[config.mk]
export PLATFORM = sky130hd
export DESIGN_NAME = dsp_mac_sequencer
export DESIGN_NICKNAME = d
export VERILOG_FILES = /design/src/rtl/dsp_mac_sequencer.sv
export SDC_FILE = /design/constraint.sdc
export NUM_CORES = 1
export LEC_CHECK = 0
export ABC_AREA = 1
export CORE_AREA = 2 2 110 112
export CTS_BUF_LIST = sky130_fd_sc_hd__clkbuf_16
export DETAILED_ROUTE_END_ITERATION = 12
export DIE_AREA = 0 0 112 114
export GPL_ROUTABILITY_DRIVEN = 0
export PLACE_DENSITY = 0.82
export SLEW_MARGIN = 20
export SYNTH_ARGS = -nofsm -noshare
export SYNTH_HDL_FRONTEND = slang
export SYNTH_SLANG_ARGS = --single-unit
[constraint.sdc]
create_clock -name clk -period 1.5 [get_ports clk]
set_input_delay 0.15 -clock clk [delete_from_list [all_inputs] [get_ports clk]]
set_output_delay 0.15 -clock clk [all_outputs]
set_load 0.02 [all_outputs]
[src/rtl/dsp_mac_sequencer.sv]
// Control stage for a DSP48E1 multiply-accumulate slice: term stream in, dot products out.
// Define DSP_MAC_SAT_EN to saturate results to OUT_W bits and flag clipping on m_ovf.
module dsp_mac_sequencer #(
  parameter int LAT   = 3,
  parameter int OUT_W = 32,
  parameter int CNT_W = 16
) (
  input  logic                    clk,
  input  logic                    rst_n,
  input  logic signed [24:0]      s_a,
  input  logic signed [17:0]      s_b,
  input  logic                    s_valid,
  input  logic                    s_last,
  output logic                    s_ready,
  output logic [29:0]             dsp_a,
  output logic [17:0]             dsp_b,
  output logic [6:0]              dsp_opmode,
  output logic [3:0]              dsp_alumode,
  output logic [2:0]              dsp_carryinsel,
  output logic                    dsp_carryin,
  output logic                    dsp_ce,
  output logic                    dsp_rst,
  input  logic [47:0]             dsp_p,
  output logic [OUT_W-1:0]        m_data,
  output logic [CNT_W-1:0]        m_count,
  output logic                    m_ovf,
  output logic                    m_valid,
  input  logic                    m_ready
);

  localparam logic [6:0] OPMODE_LOAD  = 7'b000_0101;
  localparam logic [6:0] OPMODE_ACCUM = 7'b010_0101;
  localparam logic [6:0] OPMODE_HOLD  = 7'b010_0000;

  typedef struct packed {
    logic v;
    logic first;
    logic last;
  } tag_t;

  // tag_q[0] is stage 1; tag_q[LAT-1] lines up with the value on dsp_p.
  tag_t [LAT-1:0]   tag_q;
  tag_t             tag_in;
  tag_t             tag_l;
  logic             first_pending;
  logic             dsp_rst_reg;
  logic [6:0]       opmode_reg;
  logic [CNT_W-1:0] cnt_p;
  logic [CNT_W-1:0] cnt_base;
  logic [CNT_W-1:0] count_next;
  logic             stall;
  logic             accept;
  logic             capture;
  logic [OUT_W-1:0] conv_data;
  logic             conv_ovf;
  logic [6:0]       opmode_next;

  assign tag_l   = tag_q[LAT-1];
  assign stall   = tag_l.v & tag_l.last & m_valid & ~m_ready;
  assign capture = tag_l.v & tag_l.last & (~m_valid | m_ready);
  assign dsp_ce  = ~stall;
  assign s_ready = ~stall & ~dsp_rst_reg;
  assign accept  = s_valid & s_ready;
  assign dsp_rst = dsp_rst_reg;

  assign dsp_a          = {{5{s_a[24]}}, s_a};
  assign dsp_b          = s_b;
  assign dsp_opmode     = opmode_reg;
  assign dsp_alumode    = 4'b0000;
  assign dsp_carryinsel = 3'b000;
  assign dsp_carryin    = 1'b0;

  always_comb begin
    tag_in.v     = accept;
    tag_in.first = first_pending;
    tag_in.last  = s_last;
  end

  always_comb begin
    opmode_next = OPMODE_HOLD;
    if (accept) begin
      opmode_next = first_pending ? OPMODE_LOAD : OPMODE_ACCUM;
    end
  end

  // A first term restarts the count even if the previous capture has not cleared cnt_p yet.
  always_comb begin
    cnt_base   = tag_l.first ? '0 : cnt_p;
    count_next = (&cnt_base) ? cnt_base : cnt_base + CNT_W'(1);
  end

  always_ff @(posedge clk or negedge rst_n) begin
    if (!rst_n) begin
      dsp_rst_reg <= 1'b1;
    end else begin
      dsp_rst_reg <= 1'b0;
    end
  end

  always_ff @(posedge clk or negedge rst_n) begin
    if (!rst_n) begin
      tag_q         <= '0;
      opmode_reg    <= OPMODE_HOLD;
      first_pending <= 1'b1;
    end else if (dsp_ce) begin
      tag_q      <= {tag_q[LAT-2:0], tag_in};
      opmode_reg <= opmode_next;
      if (accept) begin
        first_pending <= s_last;
      end
    end
  end

  always_ff @(posedge clk or negedge rst_n) begin
    if (!rst_n) begin
      cnt_p <= '0;
    end else if (capture) begin
      cnt_p <= '0;
    end else if (dsp_ce && tag_l.v) begin
      cnt_p <= count_next;
    end
  end

  always_ff @(posedge clk or negedge rst_n) begin
    if (!rst_n) begin
      m_valid <= 1'b0;
      m_data  <= '0;
      m_count <= '0;
    end else if (capture) begin
      m_valid <= 1'b1;
      m_data  <= conv_data;
      m_count <= count_next;
    end else if (m_ready) begin
      m_valid <= 1'b0;
    end
  end

`ifdef DSP_MAC_SAT_EN
  localparam logic signed [47:0] SAT_MAX = (48'sd1 <<< (OUT_W - 1)) - 48'sd1;
  localparam logic signed [47:0] SAT_MIN = -(48'sd1 <<< (OUT_W - 1));

  logic m_ovf_reg;

  always_comb begin
    conv_data = dsp_p[OUT_W-1:0];
    conv_ovf  = 1'b0;
    if ($signed(dsp_p) > SAT_MAX) begin
      conv_data = SAT_MAX[OUT_W-1:0];
      conv_ovf  = 1'b1;
    end else if ($signed(dsp_p) < SAT_MIN) begin
      conv_data = SAT_MIN[OUT_W-1:0];
      conv_ovf  = 1'b1;
    end
  end

  always_ff @(posedge clk or negedge rst_n) begin
    if (!rst_n) begin
      m_ovf_reg <= 1'b0;
    end else if (capture) begin
      m_ovf_reg <= conv_ovf;
    end
  end

  assign m_ovf = m_ovf_reg;
`else
  logic unused_p_bits;

  always_comb begin
    conv_data = dsp_p[OUT_W-1:0];
    conv_ovf  = 1'b0;
  end

  // Upper P bits are simply dropped when truncating.
  assign unused_p_bits = ^{dsp_p, conv_ovf};
  assign m_ovf         = 1'b0;
`endif

endmodule

## After elaboration in Yosys (flattened, before gate mapping)

Index checks and enable logic that the tools add are counted.
Widths: inputs -> output; s select.

| operators by class | value |
|---|---|
| $add $sub $neg | 1 |
| multiplexer cells | 8 |
| bitwise logic cells | 11 |
| reduce and logical (&&, ||, !) cells | 5 |

Operators with widths:

| operator | number |
|---|---|
| $mux 16 | 4 |
| $add 16x1->16 const B | 1 |
| $reduce_and 16->1 | 1 |
| $mux 6 | 2 |
| $and 1x1->1 | 6 |
| $not 1->1 | 4 |
| $reduce_bool 2->1 | 2 |
| $mux 1 | 2 |
| $reduce_and 2->1 | 1 |
| $logic_and 1x1->1 | 1 |
| $or 1x1->1 | 1 |

| storage, ports and cells | value |
|---|---|
| register bits after elaboration | 83 |
| input bits | 96 |
| logic and storage cells | 41 |

## Depth between registers and ports, before layout

Gate-level depths: netlist of run 1.

| depth | value |
|---|---|
| word-level depth | 7 |
| mapped depth | 12 |
| depth with buffers taken out | 10 |

## Worst setup path after synthesis of run 1

OpenSTA, ideal clock, no wires.

| path | value |
|---|---|
| path kind | register -> register |
| start point | register m_valid |
| end point | register first_pending |
| setup time | 0.079 ns |
| data arrival time | 1.421 ns |
| slack | 0.001 ns |
| stages on the path, launching flop included | 8 |
| path buffers | 0 |
| period minus slack after synthesis | 1.499 ns |
| cell sequence | dfrtp_1 > inv_1 > nor2_1 > nand2_1 > inv_1 > nor2_1 > nand2_1 > o21ai_0 |

| on the way | value |
|---|---|
| cells in the longest elaborated chain, start to end | 6 |

Ends and longest elaborated chain:

| element | RTL line | RTL |
|---|---|---|
| start: declaration | 27 | `output logic m_valid,` |
| start signal: assignment | 126 | `m_valid <= 1'b0;` |
| start signal: assignment | 130 | `m_valid <= 1'b1;` |
| start signal: assignment | 134 | `m_valid <= 1'b0;` |
| $and 1x1->1 (2 in series) | 59 | `assign stall = tag_l.v & tag_l.last & m_valid & ~m_ready;` |
| $not 1->1 (no line) | n/a |  |
| $and 1x1->1 | 62 | `assign s_ready = ~stall & ~dsp_rst_reg;` |
| named net s_ready | 14 | `output logic s_ready,` |
| $and 1x1->1 | 63 | `assign accept = s_valid & s_ready;` |
| $reduce_and 2->1 (no line) | n/a |  |
| end signal: assignment | 109 | `first_pending <= s_last;` |
| end: declaration | 45 | `logic first_pending;` |

The timed path passes the listed nets, and every way through them passes these cells.
A chain may end at the register's enable or synchronous reset.

## Worst setup path after layout of run 1

| path | value |
|---|---|
| start point | register tag_q, in the netlist tag_l[1] |
| end point | register cnt_p[4] |

| on the way | value |
|---|---|
| cells in the longest elaborated chain, start to end | 5 |

Ends and longest elaborated chain:

| element | RTL line | RTL |
|---|---|---|
| start: declaration | 42 | `tag_t [LAT-1:0] tag_q;` |
| start signal: assignment | 106 | `tag_q <= {tag_q[LAT-2:0], tag_in};` |
| $mux 16 (*) | 88 | `cnt_base = tag_l.first ? '0 : cnt_p;` |
| $add 16x1->16 / $reduce_and 16->1 (equally long branches) | 89 | `count_next = (&cnt_base) ? cnt_base : cnt_base + CNT_W'(1);` |
| $mux 16 (*) | 89 |  |
| $mux 16 (*) | 119 | `end else if (dsp_ce && tag_l.v) begin` |
| $mux 16 (*) | 117 | `end else if (capture) begin` |
| end signal: assignment | 120 | `cnt_p <= count_next;` |
| end: declaration | 48 | `logic [CNT_W-1:0] cnt_p;` |

Mark *: on every way between the ends. The rest lies on a longest branch, timed or not. The select of a mux whose other input is x is not followed.

==> results of run 1 <==
[layer usage]
layer	routed length [um]	track usage (%)	up-vias	share of wire (%)
li1	-	-	1691	-
met4	354	6.667	0	3.2
met2	5369	27.68	143	49
met3	752	5.420	31	6.8
met5	0	0	-	0
met1	4536	21.12	1661	41
[cells in the mapped netlist]
cell	n
a31oi_1	3
buf_1	1
buf_2	6
buf_4	64
buf_6	2
buf_8	1
clkbuf_1	6
conb_1	1
dfrtp_1	74
dfstp_2	3
inv_1	26
inv_2	1
nand2_1	222
nand2_2	1
nand3_1	18
nand3_2	10
nand3_4	2
nand4_1	7
nand4_2	1
nand4_4	1
nor2_1	23
nor2_2	2
nor2_4	4
o21ai_0	13
o21ai_1	3
o21bai_1	4
o22ai_1	1
xor2_1	4
[metrics by stage]
step | std cells | hold slack [ns] | setup TNS [ns]
global route | 759 | 0.3000 | -6.626
global placement | 731 | 0.1097 | -3.715
finish | 759 | 0.3000 | -4.182
CTS | 755 | 0.3001 | -2.188
floorplan | 517 | -0.1456 | 0
detailed placement | 731 | 0.1160 | -5.530
[path summary, 6_finish.rpt]
| path | slack, ns | from | endpoint | cells after the start |
|---|---|---|---|---|
| worst max register to register | -0.18 | tag_l[1] | cnt_p[4] | 9 |
| worst min register to register | 0.45 | tag_q[5] | tag_l[2] | 2 |
| min in group asynchronous | 0.31 | rst_n | m_data[18] | 2 |
| worst min-delay path | 0.30 | s_b[15] | dsp_b[15] | 0 |
| max in group asynchronous | 0.63 | rst_n | m_count[7] | 3 |
| worst max-delay path | -0.18 | tag_l[1] | cnt_p[4] | 9 |
[cell type report]
type,instances,area share (%)
sequential,77,32.80
clock buffer,9,3.824
clock inverter,7,1.636
timing repair buffer,159,26.53
inverter,27,1.806
multi-input combinational,333,30.27
tap,147,3.123
[power by group through the flow]
stage	sequential [mW]	combinational (mW)	clock, mW
3_3_place_gp	2.70	2.00	0
2_1_floorplan	3.10	0.750	0
4_1_cts	2.70	2.14	2.39
3_5_place_dp	2.71	2.03	0
5_1_grt	2.75	2.37	2.49
6_report	2.70	2.20	2.34
[logic make-up after synthesis]
| logic type | Yosys count | share of synthesized area [%] |
|---|---|---|
| other cells | 1 | 0.09222 |
| flops | 77 | 47.48 |
| simple gates | 291 | 31.63 |
| buf+inv | 107 | 16.61 |
| xor+xnor | 4 | 0.8614 |
| compound gates | 24 | 3.323 |
[repair_timing]
action | 4_1_cts | 5_1_grt
setup buffers | 6 | 4
gates cloned | 1 | 0
hold endpoints to repair | 24 | 0
endpoints found under the setup margin | 38 | 40
hold buffers | 1 | 0
gates resized for setup | 58 | 40
pin swaps | 15 | 29
==> metrics.yaml, run 1 <==
global_route:
  track_usage_pct: 16.97
  first_global_vias: 3507
  grt_pass1_wl_mm: 17.41
  grt_max_degree: 33
  antenna_found_initial: 0
  gr-total-overflow: 0
clocking:
  clk_pin_slew_ns: 0.07
  htreeDepth: 3
  clock_latency_ns: 0.33
  clock-root-buffer: "clkbuf_16"
  cts_buffer_depth: 2
  cts_buffers: 9
  clock_sinks: 77
  cts_tree: "built"
detailed_routing:
  drt_iter0_drc: 168
  wl_per_cell_um: 14.51
  postRouteAntennaNets: 0
  post-route-drc-count: 0
  firstDrtPassIters: 4
  routed_wl_mm: 11.01
  dr_total_vias: 3526
  vias_per_cell: 4.646
final_layout:
  layout_commonest_cell: "nand2_1"
  layout_common_cells: "nand2_1, clkdlybuf4s50_1, dfrtp_1"
  ff_latch_area_mm2: 0.001932
  multi_input_area_mm2: 0.001783
  area_delta_synth_final_pct: 44.83
  utilization_pct: 50.29
  reg_top3: "m_data (32), cnt_p (16), m_count (16)"
  top_register: "m_data"
  fin_nets: 703
  design_area_mm2: 0.005889
  n_antenna_cell: 0
  largest_reg_flops: 32
  drive_above_1_share_pct: 25.16
  n_fill_cell: 1063
floorplan:
  boundaryPins: 212
  rows: 40
  die-area_mm2: 0.01277
  start_util_pct: 34.72
  core_mm2: 0.01171
  die_y_um: 114
  fp.dieW_um: 112
placement:
  hpwl_mm: 7.006
  io_buffers: 91
  dpl_cell_area_mm2: 0.005124
  post-place-ws_ns: -0.2253
power_and_ir_drop:
  pwr-share-clk_pct: 32.3
  pwr_density_cell_mw_per_mm2: 1229
  power.leakage_nw: 3.034
  fin_total_pwr_mw: 7.238
  combPwrFrac_pct: 30.4
  p_seq_share_pct: 37.3
  intPower_mw: 4.965
  switchingPower_mw: 2.273
  p_sw_share_pct: 31.40
  vdd_drop_max_v: 0.0007813
logic_synthesis:
  synth_top_cell_area_share_pct: 45.54
  ys_seq_area_share_pct: 47.48
  synth_cell_types: 28
  ys_seq_elements: 77
  yosys_warnings: 0
  synth_area_leader_cell: "dfrtp_1"
  synthCells: 504
  syn_area_mm2: 0.004066
  postSynthAreaPerCell_um2: 8.068
  synth_area_leaders: "dfrtp_1, nand2_1, buf_4"
setup_path:
  critical_path.slowest_cell: "dfrtp_2"
  worstSetupPathType: "flop to flop"
  arrival_ns: 1.90
  cp.required_ns: 1.72
  worst_path_most_repeated_cell: "nand2_1"
  crit_path_start_kind: "flop"
  crit_buf_inv: 3
  slowest_delay_ns: 0.47
  cpLargestDelayFamily: "flip-flops"
  crit_fanout: 6
  path_cells: "clkinv_4 > buf_12 > nand3_4 > nor2_4 > buf_6 > xor2_2 > nand2_2 > nand2_1 > nand2_1"
  critPathCaptureType: "flop"
sta:
  final-setup-viol-count: 31
  layout_setup_ws_ns: -0.1804
  fmax_ghz: 0.5951
  clock-skew-final_ns: 0.01215
  hold_viol_final: 0
  finalCriticalPeriod_ns: 1.680
  drv_slew: 0
  rsz0062_at_grt: "true"
  layout_worst_path_cycle_share_pct: 112.0
flow_run:
  maxCapViolCount: 0
hold_path:
  hold_path_class: "input pin to primary output"
status:
  violations: "negative setup slack"
  status: "finished, violations left"
No activity file was read; power rests on OpenSTA's default activity.
==> inputs of run 2 (changes only) <==
Settings changed: CORE_AREA 2 2 110 112 to 2 2 101 103, DIE_AREA 0 0 112 114 to 0 0 103 105, PLACE_DENSITY 0.82 to 0.9, REMOVE_ABC_BUFFERS set to 1.
Clock period 1.5 ns to 2.05 ns, I/O delays scaled along.
==> run 2 against run 1 <==
Count of clock-buffer cells in the layout unchanged. Hold slack improved by 0.11 ns. Critical path depth decreased by 2. Final cell count decreased by 9.2%. Via count decreased by 5.4%. Utilization increased by 2.2 points. First-iteration DRC count increased by 60%. Sequential power decreased by 26%. Final area decreased by 14%. Non-clock buffer count decreased by 56. The flow now finishes without violations. Clock skew decreased by 0.0034 ns.
==> metrics.yaml, run 2 (synthesis results as in run 1) <==
final_layout:
  area_delta_synth_final_pct: 24.49
  final_cell_count_no_fill: 689
  top_register: "m_data"
  reg_top3: "m_data (32), cnt_p (16), m_count (16)"
  drive_above_1_share_pct: 9.712
  layout_common_cells: "nand2_1, clkdlybuf4s50_1, dfrtp_1"
  utilization_pct: 52.52
  fin_nets: 647
  layout_commonest_cell: "nand2_1"
  n_antenna_cell: 0
  design_area_mm2: 0.005062
  largest_reg_flops: 32
status:
  status: "finished, final reports clean"
flow_run:
  maxCapViolCount: 0
placement:
  io_buffers: 91
  dpl.cell_count: 672
  post-place-ws_ns: 0.1130
  dpl_cell_area_mm2: 0.004731
  hpwl_mm: 8.946
power_and_ir_drop:
  power.leakage_nw: 2.553
  pwr_density_cell_mw_per_mm2: 998.0
  fin_total_pwr_mw: 5.052
  vdd_drop_max_v: 0.0005686
floorplan:
  die-area_mm2: 0.01082
  core_mm2: 0.009639
  die_y_um: 105
  start_util_pct: 42.19
  boundaryPins: 212
  fp.dieW_um: 103
  rows: 36
detailed_routing:
  wl_per_cell_um: 16.99
  dr_total_vias: 3334
  postRouteAntennaNets: 0
  vias_per_cell: 4.839
  drt_iter0_drc: 269
  routed_wl_mm: 11.70
  firstDrtPassIters: 5
  post-route-drc-count: 0
setup_path:
  crit_buf_inv: 1
  slowest_delay_ns: 0.49
  cp.required_ns: 2.26
  crit_fanout: 6
  worstSetupPathType: "flop to flop"
  reg2reg_setup_slack_ns: 0.09
  r2r_end: "cnt_p[7]"
  arrival_ns: 2.17
  critPathCaptureType: "flop"
  critical_path.slowest_cell: "dfrtp_1"
  cpLargestDelayFamily: "simple AND/OR/NAND/NOR gates"
  path_cells: "inv_2 > nand3_1 > nor2_1 > nand2_1 > xor2_1 > o21bai_1 > nand2_1"
  crit_path_start_kind: "flop"
  worst_path_most_repeated_cell: "nand2_1"
  r2r-start: "tag_l[1]"
  rr_worst_depth: 7
sta:
  final-setup-viol-count: 0
  layout_setup_ws_ns: 0.09496
  finalCriticalPeriod_ns: 1.955
  hold_viol_final: 0
  slew_headroom_pct: 48.86
  rsz0062_at_grt: "false"
  fmax_ghz: 0.5115
  worst_pin_slew_ns: 0.7671
  layout_worst_path_cycle_share_pct: 95.37
  drv_slew: 0
  clock-skew-final_ns: 0.008723
hold_path:
  hold_path_class: "input pin to flop"
  min_to: "m_data[25]"
  hp-start: "dsp_p[25]"
  hold_depth: 3
global_route:
  antenna_found_initial: 0
  gr-total-overflow: 0
  grt_pass1_wl_mm: 18.18
  track_usage_pct: 22.39
  first_global_vias: 3429
  grt_max_degree: 63
clocking:
  postCtsSetupBuffers: 0
  clock_latency_ns: 0.33
  clk_pin_slew_ns: 0.06
  clock_sinks: 77
  htreeDepth: 3
  clock-root-buffer: "clkbuf_16"
  cts_buffers: 9
  cts_tree: "built"
  cts_buffer_depth: 2
run 2: changes by cell type in the layout (fill, tap and decap cells not counted), sizes merged, moves of 2 or more:
cell           before  now
dlymetal6s2s        6    0
buf                69   12
clkdlybuf4s50      78   88
dlygate4sd2         4    2
run 2: worst min-delay path, stage by stage:
cell and delay (ns):
clkdlybuf4s50_1 0.39, nand2_1 0.06, nand2_1 0.04
run 2: where the power goes:
group	switching, mW	internal (mW)	total, mW	leakage, nW
logic	0.746	0.615	1.36	1.41
clock network	0.627	1.07	1.70	0.156
registers	0.195	1.80	1.99	0.987
total	1.57	3.48	5.05	2.55
run 2: cell type report:
cell class | instances | area (um2)
repair buffers | 103 | 1023
clock inverters | 7 | 98.84
inverters | 27 | 101.3
flip-flops and latches | 77 | 1931
fillers | 908 | 4577
clock buffers | 9 | 225.2
well taps | 133 | 166.4
multi-input cells | 333 | 1516
run 2: what timing repair did:
action                     CTS  global route
gates resized for setup      2             0
cloned                       0             0
pin swaps                    0             2
hold buffers                 1             0
setup endpoints to repair    2             2
hold endpoints to repair    57             0
run 2: through the flow:
step / hold slack, ns / TNS (ns)
after floorplan: -0.09059 / -64.84
after global placement: 0.3268 / 0
after detailed placement: 0.3339 / 0
after CTS: 0.3954 / 0
after global routing: 0.4101 / 0
final: 0.4053 / 0
run 2: per-layer routing:
metal	global-route usage [%]	share of wire, %
met4	7.049	1.9
met1	26.06	38
met2	30.61	42
met3	17.39	17
met5	9.744	1.2
run 2: how the worst max path moves through the flow:
stage / cells after the start / start / to
floorplan: 6 / m_valid / m_count[6]
global placement: 6 / m_ready / s_ready
detailed placement: 6 / m_ready / s_ready
CTS: 7 / tag_l[1] / cnt_p[2]
global route: 8 / tag_l[1] / cnt_p[3]
finish: 7 / tag_l[1] / cnt_p[7]
==> inputs of run 3 (changes only) <==
Settings changed: PLACE_DENSITY 0.9 to 0.84, SKIP_LAST_GASP set to 1.
Clock period 2.05 ns to 2.5 ns, I/O delays scaled along.
==> run 3 against run 2 <==
Non-clock buffer count down 6. Setup slack better by 0.15 ns. Critical path depth down 1. Highest routed layer unchanged. Global-route usage down 0.36 points. Sequential share of layout area up 0.79 points. First-iteration DRC count down 5.9%. Clock skew down 0.00088 ns. Via count down 0.27%.
==> metrics.yaml, run 3 (synthesis results as in run 1) <==
status:
  status: "finished, final reports clean"
final_layout:
  layout_common_cells: "nand2_1, clkdlybuf4s50_1, dfrtp_1"
  reg_top3: "m_data (32), cnt_p (16), m_count (16)"
  n_antenna_cell: 0
  fin_nets: 641
  ff_latch_area_mm2: 0.001931
  layout_commonest_cell: "nand2_1"
  largest_reg_flops: 32
  drive_above_1_share_pct: 8.909
  n_fill_cell: 890
  top_register: "m_data"
  area_delta_synth_final_pct: 21.97
  multi_input_area_mm2: 0.001516
detailed_routing:
  postRouteAntennaNets: 0
  routed_wl_mm: 11.38
  drt_iter0_drc: 253
  wl_per_cell_um: 16.66
  dr_total_vias: 3325
  vias_per_cell: 4.868
  post-route-drc-count: 0
  firstDrtPassIters: 5
floorplan:
  fp.dieW_um: 103
  rows: 36
  die-area_mm2: 0.01082
  die_y_um: 105
  core_mm2: 0.009639
  start_util_pct: 42.19
  boundaryPins: 212
global_route:
  gr-total-overflow: 0
  first_global_vias: 3268
  antenna_found_initial: 0
  grt_pass1_wl_mm: 18.02
  track_usage_pct: 22.02
  grt_max_degree: 78
setup_path:
  r2r_end: "cnt_p[1]"
  reg2reg_setup_slack_ns: 0.48
  rr_worst_depth: 8
  crit_path_start_kind: "flop"
  r2r-start: "tag_l[1]"
  cp.required_ns: 2.25
  crit_fanout: 6
  worstSetupPathType: "flop to primary output"
  critPathCaptureType: "primary output"
  arrival_ns: 2.01
sta:
  final-setup-viol-count: 0
  clock-skew-final_ns: 0.007846
  rsz0062_at_grt: "false"
  drv_slew: 0
  tns_ns: 0
  finalCriticalPeriod_ns: 2.258
  holdWs_ns: 0.07386
  hold_viol_final: 0
  worst_pin_slew_ns: 0.9615
  fmax_ghz: 0.4428
  layout_setup_ws_ns: 0.2415
  layout_worst_path_cycle_share_pct: 90.34
  slew_headroom_pct: 35.90
power_and_ir_drop:
  switchingPower_mw: 1.320
  vdd_drop_max_v: 0.0005062
  pwr-share-clk_pct: 31.7
  pwr_density_cell_mw_per_mm2: 802.9
  combPwrFrac_pct: 27.3
  p_sw_share_pct: 33.16
  power.leakage_nw: 2.505
  p_seq_share_pct: 40.9
  intPower_mw: 2.662
clocking:
  clock_latency_ns: 0.34
  clock-root-buffer: "clkbuf_16"
  cts_buffer_depth: 2
  ctsHoldBuffers: 0
  cts_buffers: 9
  cts_tree: "built"
  clk_pin_slew_ns: 0.06
  postCtsSetupBuffers: 0
  clock_sinks: 77
  htreeDepth: 3
  cts.repair.resized: 0
hold_path:
  hold_path_class: "input pin to async pin"
placement:
  io_buffers: 91
  post-place-ws_ns: 0.4313
  hpwl_mm: 8.371
flow_run:
  maxCapViolCount: 0
==> run 3: critical path, stage by stage (launching register included) <==
cell and delay [ns]:
dfrtp_1 0.41, nand2_1 0.17, inv_1 0.07, nand2_1 0.09
inv_1 0.10, nor2_1 0.17, clkdlybuf4s50_1 0.66
==> run 3: worst max path at each step <==
stage,from,end,slack (ns),cells after the start
6_report,tag_l[2],s_ready,0.24,6
5_1_grt,tag_l[2],s_ready,0.1,6
4_1_cts,tag_l[2],s_ready,0.26,6
3_5_place_dp,m_ready,s_ready,0.43,6
3_3_place_gp,m_ready,s_ready,0.43,6
2_1_floorplan,m_valid,m_count[6],-1.06,6
==> run 3: final cells by class <==
| type | instances | share of cell area, % |
|---|---|---|
| flip-flops and latches | 77 | 38.93 |
| clock buffers | 9 | 4.541 |
| repair buffers | 97 | 19.22 |
| multi-input cells | 333 | 30.58 |
| inverters | 27 | 2.043 |
| clock inverters | 7 | 1.337 |
| well taps | 133 | 3.355 |
==> run 3: power groups by stage <==
stage / Combinational (mW) / Clock [mW] / Sequential [mW]
2_1_floorplan: 0.291 / 0 / 1.86
3_3_place_gp: 1.07 / 0 / 1.64
3_5_place_dp: 1.10 / 0 / 1.65
4_1_cts: 1.10 / 1.30 / 1.63
5_1_grt: 1.18 / 1.36 / 1.66
6_report: 1.09 / 1.26 / 1.63
==> run 3: per-stage QoR <==
step / area [um2] / util (%) / power, mW / std cells
2_1_floorplan: 3541 / - / 2.154 / 437
3_3_place_gp: 4668 / 48.43 / 2.710 / 667
3_5_place_dp: 4668 / 48.43 / 2.742 / 667
4_1_cts: 4960 / 51.45 / 4.033 / 683
5_1_grt: 4960 / 51.45 / 4.201 / 683
6_report: 4960 / 51.45 / 3.982 / 683
==> run 3: per-layer routing <==
metal	wire length [um]	vias to the layer above	GRT usage, %
met3	2032	12	18.39
met4	72	4	5.827
met2	4563	209	27.83
met5	93	-	8.205
met1	4619	1529	27.53
li1	-	1571	-
